**src/rtl/uart_pkg.sv**
```systemverilog
// Shared types and constants for uart_rx_tx.
// Parity states exist only when UART_PARITY_EN is defined.
package uart_pkg;

  localparam int unsigned DATA_BITS = 8;

  typedef enum logic [2:0] {
    TX_IDLE,
    TX_START,
    TX_DATA,
`ifdef UART_PARITY_EN
    TX_PARITY,
`endif
    TX_STOP
  } txState_t;

  typedef enum logic [2:0] {
    RX_IDLE,
    RX_START,
    RX_DATA,
`ifdef UART_PARITY_EN
    RX_PARITY,
`endif
    RX_STOP,
    RX_FINISH,
    RX_BREAK
  } rxState_t;

  function automatic int unsigned clks_per_bit(input int unsigned sys_clock,
                                               input int unsigned baud);
    return sys_clock / baud;
  endfunction

  function automatic int unsigned cnt_width(input int unsigned clksPerBit);
    return $clog2(clksPerBit * DATA_BITS);
  endfunction

  // 12 bits at the default 50 MHz / 115200 configuration.
  localparam int unsigned CNT_W = cnt_width(clks_per_bit(50_000_000, 115_200));

endpackage

```
**src/rtl/uart_sync2.sv**
```systemverilog
// Two-flop synchronizer for the asynchronous serial input; resets to line-idle (1).
module uart_sync2 (
  input  logic clk,
  input  logic resetN,
  input  logic d,
  output logic q
);

  logic meta;

  always_ff @(posedge clk) begin
    if (!resetN) begin
      meta <= 1'b1;
      q    <= 1'b1;
    end else begin
      meta <= d;
      q    <= meta;
    end
  end

endmodule

```
**src/rtl/uart_rx_tx.sv**
```systemverilog
// Full-duplex 8N1 UART (TX and RX FSMs sharing one baud configuration).
// Define UART_PARITY_EN to insert/check an even parity bit (8E1).
module uart_rx_tx
  import uart_pkg::*;
#(
  parameter int unsigned SYS_CLOCK     = 50_000_000,
  parameter int unsigned UART_BAUDRATE = 115_200
) (
  input  logic       i_SysClock,
  input  logic       i_ResetN,
  input  logic       i_TxValid,
  input  logic [7:0] i_TxByte,
  output logic       o_TxSerial,
  output logic       o_TxDone,
  input  logic       i_RxValid,
  input  logic       i_RxSerial,
  output logic [7:0] o_RxByte,
  output logic       o_RxDone
);

  localparam int unsigned CLKS_PER_BIT = clks_per_bit(SYS_CLOCK, UART_BAUDRATE);
  localparam int unsigned HALF_BIT     = CLKS_PER_BIT / 2;
  // Never narrower than the default width; grows for slower line rates.
  localparam int unsigned CW = (cnt_width(CLKS_PER_BIT) > CNT_W) ? cnt_width(CLKS_PER_BIT) : CNT_W;
  localparam int unsigned BW = $clog2(DATA_BITS);

  localparam logic [CW-1:0] BIT_LAST     = CW'(CLKS_PER_BIT - 1);
  localparam logic [CW-1:0] DONE_AT      = CW'(CLKS_PER_BIT - 2);
  localparam logic [CW-1:0] HALF_LAST    = CW'(HALF_BIT - 1);
  localparam logic [BW-1:0] BIT_IDX_LAST = BW'(DATA_BITS - 1);

  txState_t               txState;
  logic [CW-1:0]          txCnt;
  logic [BW-1:0]          txBit;
  logic [DATA_BITS-1:0]   txData;
  logic                   txArmed;

  rxState_t               rxState;
  logic [CW-1:0]          rxCnt;
  logic [BW-1:0]          rxBit;
  logic [DATA_BITS-1:0]   rxShift;
  logic                   rxSync;
`ifdef UART_PARITY_EN
  logic                   rxParErr;
`endif

  uart_sync2 rxSyncInst (
    .clk    (i_SysClock),
    .resetN (i_ResetN),
    .d      (i_RxSerial),
    .q      (rxSync)
  );

  always_ff @(posedge i_SysClock) begin
    if (!i_ResetN) begin
      txState    <= TX_IDLE;
      txCnt      <= '0;
      txBit      <= '0;
      txData     <= '0;
      txArmed    <= 1'b1;
      o_TxSerial <= 1'b1;
      o_TxDone   <= 1'b0;
    end else begin
      o_TxDone <= 1'b0;
      // Re-arming only on a sampled low keeps a held request to one frame.
      if (!i_TxValid) txArmed <= 1'b1;
      case (txState)
        TX_IDLE: begin
          o_TxSerial <= 1'b1;
          txCnt      <= '0;
          txBit      <= '0;
          if (i_TxValid && txArmed) begin
            txData     <= i_TxByte;
            txArmed    <= 1'b0;
            o_TxSerial <= 1'b0;
            txState    <= TX_START;
          end
        end
        TX_START: begin
          if (txCnt == BIT_LAST) begin
            txCnt      <= '0;
            o_TxSerial <= txData[0];
            txState    <= TX_DATA;
          end else begin
            txCnt <= txCnt + 1'b1;
          end
        end
        TX_DATA: begin
          if (txCnt == BIT_LAST) begin
            txCnt <= '0;
            if (txBit == BIT_IDX_LAST) begin
`ifdef UART_PARITY_EN
              o_TxSerial <= ^txData;
              txState    <= TX_PARITY;
`else
              o_TxSerial <= 1'b1;
              txState    <= TX_STOP;
`endif
            end else begin
              txBit      <= txBit + 1'b1;
              o_TxSerial <= txData[txBit + 1'b1];
            end
          end else begin
            txCnt <= txCnt + 1'b1;
          end
        end
`ifdef UART_PARITY_EN
        TX_PARITY: begin
          if (txCnt == BIT_LAST) begin
            txCnt      <= '0;
            o_TxSerial <= 1'b1;
            txState    <= TX_STOP;
          end else begin
            txCnt <= txCnt + 1'b1;
          end
        end
`endif
        TX_STOP: begin
          // Registered pulse: set one cycle early so it is high in the last stop cycle.
          if (txCnt == DONE_AT) o_TxDone <= 1'b1;
          if (txCnt == BIT_LAST) begin
            txCnt   <= '0;
            txState <= TX_IDLE;
          end else begin
            txCnt <= txCnt + 1'b1;
          end
        end
        default: txState <= TX_IDLE;
      endcase
    end
  end

  always_ff @(posedge i_SysClock) begin
    if (!i_ResetN) begin
      rxState  <= RX_IDLE;
      rxCnt    <= '0;
      rxBit    <= '0;
      rxShift  <= '0;
      o_RxByte <= '0;
      o_RxDone <= 1'b0;
`ifdef UART_PARITY_EN
      rxParErr <= 1'b0;
`endif
    end else begin
      o_RxDone <= 1'b0;
      if (i_RxValid) begin
        rxState  <= RX_IDLE;
        rxCnt    <= '0;
        rxBit    <= '0;
        o_RxByte <= '0;
      end else begin
        case (rxState)
          RX_IDLE: begin
            rxCnt <= '0;
            rxBit <= '0;
            if (!rxSync) rxState <= RX_START;
          end
          RX_START: begin
            if (rxCnt == HALF_LAST) begin
              rxCnt   <= '0;
              rxState <= rxSync ? RX_IDLE : RX_DATA;
            end else begin
              rxCnt <= rxCnt + 1'b1;
            end
          end
          RX_DATA: begin
            if (rxCnt == BIT_LAST) begin
              rxCnt          <= '0;
              rxShift[rxBit] <= rxSync;
              if (rxBit == BIT_IDX_LAST) begin
`ifdef UART_PARITY_EN
                rxState <= RX_PARITY;
`else
                rxState <= RX_STOP;
`endif
              end else begin
                rxBit <= rxBit + 1'b1;
              end
            end else begin
              rxCnt <= rxCnt + 1'b1;
            end
          end
`ifdef UART_PARITY_EN
          RX_PARITY: begin
            if (rxCnt == BIT_LAST) begin
              rxCnt    <= '0;
              rxParErr <= rxSync != ^rxShift;
              rxState  <= RX_STOP;
            end else begin
              rxCnt <= rxCnt + 1'b1;
            end
          end
`endif
          RX_STOP: begin
            if (rxCnt == BIT_LAST) begin
              rxCnt   <= '0;
              rxState <= rxSync ? RX_FINISH : RX_BREAK;
            end else begin
              rxCnt <= rxCnt + 1'b1;
            end
          end
          RX_FINISH: begin
            if (rxCnt == HALF_LAST) begin
              rxCnt   <= '0;
              rxState <= RX_IDLE;
`ifdef UART_PARITY_EN
              if (!rxParErr) begin
`else
              begin
`endif
                o_RxByte <= rxShift;
                o_RxDone <= 1'b1;
              end
            end else begin
              rxCnt <= rxCnt + 1'b1;
            end
          end
          RX_BREAK: begin
            // Framing error: byte discarded, resync only once the line is idle again.
            if (rxSync) rxState <= RX_IDLE;
          end
          default: rxState <= RX_IDLE;
        endcase
      end
    end
  end

endmodule

```
**config.mk**
```make
export PLATFORM = sky130hd
export DESIGN_NAME = uart_rx_tx
export DESIGN_NICKNAME = d
export VERILOG_FILES = /design/src/rtl/uart_pkg.sv /design/src/rtl/uart_sync2.sv /design/src/rtl/uart_rx_tx.sv
export SDC_FILE = /design/constraint.sdc
export NUM_CORES = 1
export LEC_CHECK = 0
export ABC_AREA = 0
export ABC_CLOCK_PERIOD_IN_PS = 2800
export CAP_MARGIN = 5
export CORE_UTILIZATION = 59
export DETAILED_ROUTE_END_ITERATION = 8
export GPL_ROUTABILITY_DRIVEN = 0
export PLACE_DENSITY = 0.76
export SYNTH_ARGS = -nofsm -noshare
export SYNTH_HDL_FRONTEND = slang
export SYNTH_SLANG_ARGS = --single-unit
```
**constraint.sdc**
```tcl
create_clock -name i_SysClock -period 2.8 [get_ports i_SysClock]
set_clock_uncertainty 0.2 [all_clocks]
set_input_delay 0.56 -clock i_SysClock [delete_from_list [all_inputs] [get_ports i_SysClock]]
set_output_delay 0.56 -clock i_SysClock [all_outputs]
set_load 0.1 [all_outputs]
```
**Word-level counts from Yosys, hierarchy flattened**

Index checks and enable logic that the tools add are counted.
Widths: inputs -> output; s select.

- Register bits: 66
- Input bits: 13
- Output and inout port bits: 11
- Word-level logic and storage cells: 118

- Add/subtract/negate cells: 4
- Magnitude comparators: 3
- Equality and inequality tests: 28
- Multiplexer cells: 42
- Bitwise gates (word level): 3
- Reductions and logical operators: 23

Operators by type and width:

| kind | number |
|---|---|
| $mux 3 | 16 |
| $eq 12x9->1 const B | 3 |
| $mux 12 | 3 |
| $pmux 12 s3 | 1 |
| $ne 2x2->1 const B | 13 |
| $add 12x1->12 const B | 2 |
| $pmux 12 s2 | 1 |
| $pmux 3 s6 | 1 |
| $eq 12x8->1 const B | 1 |
| $eq 3x2->1 const B | 4 |
| $eq 3x3->1 const B | 4 |
| $mux 1 | 12 |
| $pmux 3 s2 | 2 |
| $pmux 3 s4 | 1 |
| $reduce_and 3->1 | 4 |
| $bwmux 8 | 1 |
| $lt 3x4->1 const B | 2 |
| $reduce_and 7->1 | 1 |
| $add 3x1->3 const B | 2 |
| $eq 3x1->1 const B | 2 |
| $logic_not 3->1 | 2 |
| $reduce_and 2->1 | 3 |
| $reduce_bool 2->1 | 3 |
| $reduce_bool 3->1 | 2 |
| 11 further kinds | 17 |

**Logic depth before layout (Yosys ltp)**

- Word-level depth: 6
- Depth in mapped cells: 8
- Gate-level depth less buffers: 7

**Hierarchy**

From an unflattened synthesis, not the netlist that was laid out.

- Cells, all modules: 366
- Area total of the unflattened synthesis: 3266.9 µm²

Modules (own cells, without submodules):

| module | times used | cells an instance | area each (µm²) | sequential area each (µm²) |
|---|---|---|---|---|
| uart_rx_tx | 1 | 362 | 3214.3 | 1261.2 |
| uart_sync2 | 1 | 4 | 52.6 | 40.0 |

**Worst setup path before layout**

OpenSTA, ideal clock, no wires.

- Kind: reg2reg
- Start: reg rxCnt[2]
- End: reg rxCnt[10]
- Setup time: 121 ps
- Arrival time: 1872 ps
- Data required time: 2479 ps
- Setup slack: 607 ps
- Cell stages (with the launch flop): 8
- Path buffers: 2
- Period minus slack after synthesis: 2193 ps
- Cells stage by stage: dfxtp_1 -> or4_4 -> buf_6 -> o311ai_4 -> a21oi_1 -> buf_2 -> a21oi_1 -> mux2i_1

- Cells in the longest elaborated chain, start to end: 3
- Elaborated cells on any way between the ends: 6
- Those cells by class: 1 x add/sub; 2 x eq/ne; 3 x mux

Ends and longest elaborated chain:

| element | line | source |
|---|---|---|
| start: declaration | uart_rx_tx.sv:39 | `logic [CW-1:0] rxCnt;` |
| start signal: assignment | uart_rx_tx.sv:163 | `rxCnt <= rxCnt + 1'b1;` |
| start signal: assignment | uart_rx_tx.sv:180 | `rxCnt <= rxCnt + 1'b1;` |
| start signal: assignment | uart_rx_tx.sv:199 | `rxCnt <= rxCnt + 1'b1;` |
| $add 12x1->12 (tied with other cells) | n/a |  |
| $mux 12, on equally long branches | n/a |  |
| $pmux 12 s3 * | uart_rx_tx.sv:152 | `case (rxState)` |

Mark *: on every way between the ends. The rest lies on a longest branch, timed or not.
A chain may end at the register's enable or synchronous reset.

**Worst setup path in the final report**

- Start: reg rxCnt[2]
- End: reg rxCnt[1]

- Cells in the longest elaborated chain, start to end: 3
- Elaborated cells on any way between the ends: 5
- Those cells by class: 2 x eq/ne; 3 x mux

Ends and longest elaborated chain:

| element | line |
|---|---|
| $eq 12x8->1 / $eq 12x9->1 (equally long branches) | n/a |
| $mux 12, on equally long branches | n/a |
| $pmux 12 s3 * | uart_rx_tx.sv:152 |

Marked as above.

==> flow_summary.json <==
{
  "status": "finished clean",
  "power.leakage_nw": 1.54,
  "synth_xor_area_share_pct": 0.775,
  "drt-total-wl_um": 6770,
  "slew_headroom_pct": 46.9,
  "final_util_pct": 70.1,
  "die-area_sq_um": 6050,
  "core_area_sq_um": 5510,
  "async_reset_ff_share_pct": 0,
  "drtAntennaViolNets": 0,
  "drcViolationCount": 0,
  "syn-num-nets": 404,
  "path_clk_slew_ps": 70,
  "grt_start_max_net_pins": 24,
  "critPathKind": "flip-flop to flip-flop",
  "via_per_inst": 5.75,
  "final_nets": 429,
  "die_w_um": 77.8,
  "hp-class": "flip-flop to flip-flop",
  "clkLatencyLatePin_ps": 330,
  "cts_resized": 0,
  "fin_crit_sh_pct": 84.3,
  "setup_ws_ps": 440,
  "rsz0062_at_grt": "no",
  "postSynthAreaPerCell_sq_um": 9.02,
  "period_needed_ps": 2360,
  "yosys-top-cells-count": "dfxtp_1, nand2_1, mux2i_1",
  "cts_root_buf": "clkbuf_8",
  "cp-start-kind": "flip-flop",
  "ys_seq_area_share_pct": 38.4,
  "setup_viol": 0,
  "synth.mux.area_fraction_pct": 10.5,
  "end_kind": "flip-flop",
  "synth_area_leader_cell": "dfxtp_1",
  "synth_compound_area_share_pct": 14.5,
  "netlist_area_sq_um": 3390,
  "clock_path_buffers": 2,
  "yosysUniqueCellTypes": 60,
  "grt-ovfl-total": 0,
  "grt_pass1_wl_um": 11600,
  "post_cts_buffers": 0,
  "fmax_mhz": 424,
  "antenna_found_initial": 0,
  "syn2layout_area_growth_pct": 13.9,
  "worstPathArrival_ps": 2390,
  "synthCells": 376,
  "synth-edff-count": 0,
  "io_buffers": 23,
  "grt_usage_pct": 24.2,
  "max-vdd-ir-drop_mv": 0.683,
  "postCtsHoldBufs": 0,
  "dr.pass1.iters": 4,
  "synth_top_flop_cell": "dfxtp_1",
  "slew_viol_final": 0,
  "grt_pass1_vias": 2544,
  "fin_tns_setup_ps": 0,
  "synth_top_family_by_area": "simple AND/OR/NAND/NOR gates",
  "cts_buffers": 9,
  "place_hpwl_um": 4690,
  "synth_adder_area_share_pct": 5.54,
  "die_h_um": 77.8,
  "routedWlPerCell_um": 14.2,
  "vias": 2749,
  "io_pins": 24,
  "htree_levels": 3,
  "path_max_fanout": 7,
  "worst_pin_slew_ps": 790,
  "std_cell_rows": 27,
  "drtIter0Drc": 223,
  "cts_tree": "built",
  "drive_gt1_share_pct": 12.3,
  "synth_top_area_share_pct": 38.4,
  "synth_seq_cells": 65,
  "synth-warning-count": 0,
  "n_antenna_cell": 0,
  "maxCapViolations": 0,
  "power-per-cell-area_nw_per_um2": 635,
  "report.final.hold_viol_count": 0,
  "synth.most_common_cell": "dfxtp_1",
  "start_util_pct": 61.6,
  "place_ws_ps": 452,
  "synth_area_leaders": "dfxtp_1, mux2i_1, ha_1",
  "crit_required_ps": 2830,
  "synth_simple_gate_area_share_pct": 25.6,
  "cts_sinks": 65
}
[routing by layer]
metal / global-route usage, % / part of all wire [%] / vias to the layer above
met5: 0 / 0 / -
met4: 10.8 / 1.4 / 0
met3: 5.41 / 2.3 / 10
met2: 39.4 / 47 / 42
met1: 30.6 / 50 / 1291
li1: - / - / 1406
[where the power goes]
| part | total [mW] | internal [mW] | switching (mW) |
|---|---|---|---|
| combinational | 0.516 | 0.214 | 0.302 |
| clock | 0.904 | 0.547 | 0.358 |
| sequential | 1.03 | 0.980 | 0.0527 |
[per-stage QoR]
| step | cell area, sq um | hold WS (ps) | total power, mW | instances |
|---|---|---|---|---|
| after floorplan | 3390 | 186 | 1.45 | 376 |
| after global placement | 3630 | 195 | 1.56 | 462 |
| after CTS | 3860 | 228 | 2.47 | 478 |
| after global routing | 3860 | 248 | 2.58 | 478 |
| final | 3860 | 225 | 2.45 | 478 |
| after detailed placement | 3630 | 202 | 1.57 | 462 |
[kinds of logic (layout without fill, tap and decap cells)]
group | after synthesis | count (layout)
mux | 33 | 33
simple gates | 160 | 160
compound gates | 69 | 69
flops | 65 | 65
fa+ha+maj | 15 | 15
buf+inv | 31 | 61
xor+xnor | 3 | 3
[final timing paths]
path / from / end / slack (ps) / cells past startpoint
worst max register to register: rxCnt[2]$_SDFFE_PP0P_ / rxCnt[1]$_SDFFE_PP0P_ / 440 / 5
worst min-delay path: rxSyncInst.meta$_SDFF_PN1_ / rxSyncInst.q$_SDFF_PN1_ / 220 / 1
worst max-delay path: rxCnt[2]$_SDFFE_PP0P_ / rxCnt[1]$_SDFFE_PP0P_ / 440 / 5
worst min register to register: rxSyncInst.meta$_SDFF_PN1_ / rxSyncInst.q$_SDFF_PN1_ / 220 / 1
[critical path, cell delays in order, from the launching register on]
cell and delay, ps:
dfxtp_1 350, or4_4 640, nor3_1 490, o22ai_1 200
and3_1 220, o21a_1 160
[state kept, by name, summed over array words and instances (netlist names)]
signal and count:
rxCnt 12, txCnt 12, o_RxByte 8, rxShift 8, txData 8, rxBit 3, rxState 3, txBit 3
txState 2, o_RxDone 1, o_TxDone 1, o_TxSerial 1, rxSyncInst.meta 1, rxSyncInst.q 1, txArmed 1
[cell usage in the layout, fill, tap and decap left out, types with 2 or more instances in the layout]
cell             netlist  routed
a31o_2                 2       2
inv_1                 15      15
a31oi_1               12      12
nand2b_1               9       9
and2_1                 4       4
clkbuf_8               0      11
mux2i_1               30      30
a32o_1                 2       2
xnor2_1                2       2
mux4_2                 2       2
nor3_1                 7       7
nor4_1                 2       2
buf_4                  2      18
and4_1                 3       3
nand2_1               32      32
nand3_1               24      24
dfxtp_1               65      65
and3_1                 8       8
ha_1                  15      15
nor2b_1               21      21
o21ai_0                9       9
nand3b_1               3       3
o311ai_4               2       2
clkinv_2               0       2
a211oi_1               3       3
a22o_1                 3       3
a21oi_1               20      20
bufinv_16              0       2
a41oi_1                4       4
nor2_1                28      28
clkdlybuf4s50_1        0      12
nand4_1                6       6
[final cells by class]
| type | count | area (sq um) |
|---|---|---|
| Clock buffer | 11 | 151 |
| Clock inverter | 5 | 77.6 |
| Fill cell | 461 | 1640 |
| Inverter | 15 | 56.3 |
| Multi-Input combinational cell | 280 | 1930 |
| Sequential cell | 65 | 1300 |
| Tap cell | 72 | 90.1 |
| Timing Repair Buffer | 30 | 255 |
Power figures use the tool's default switching activity.
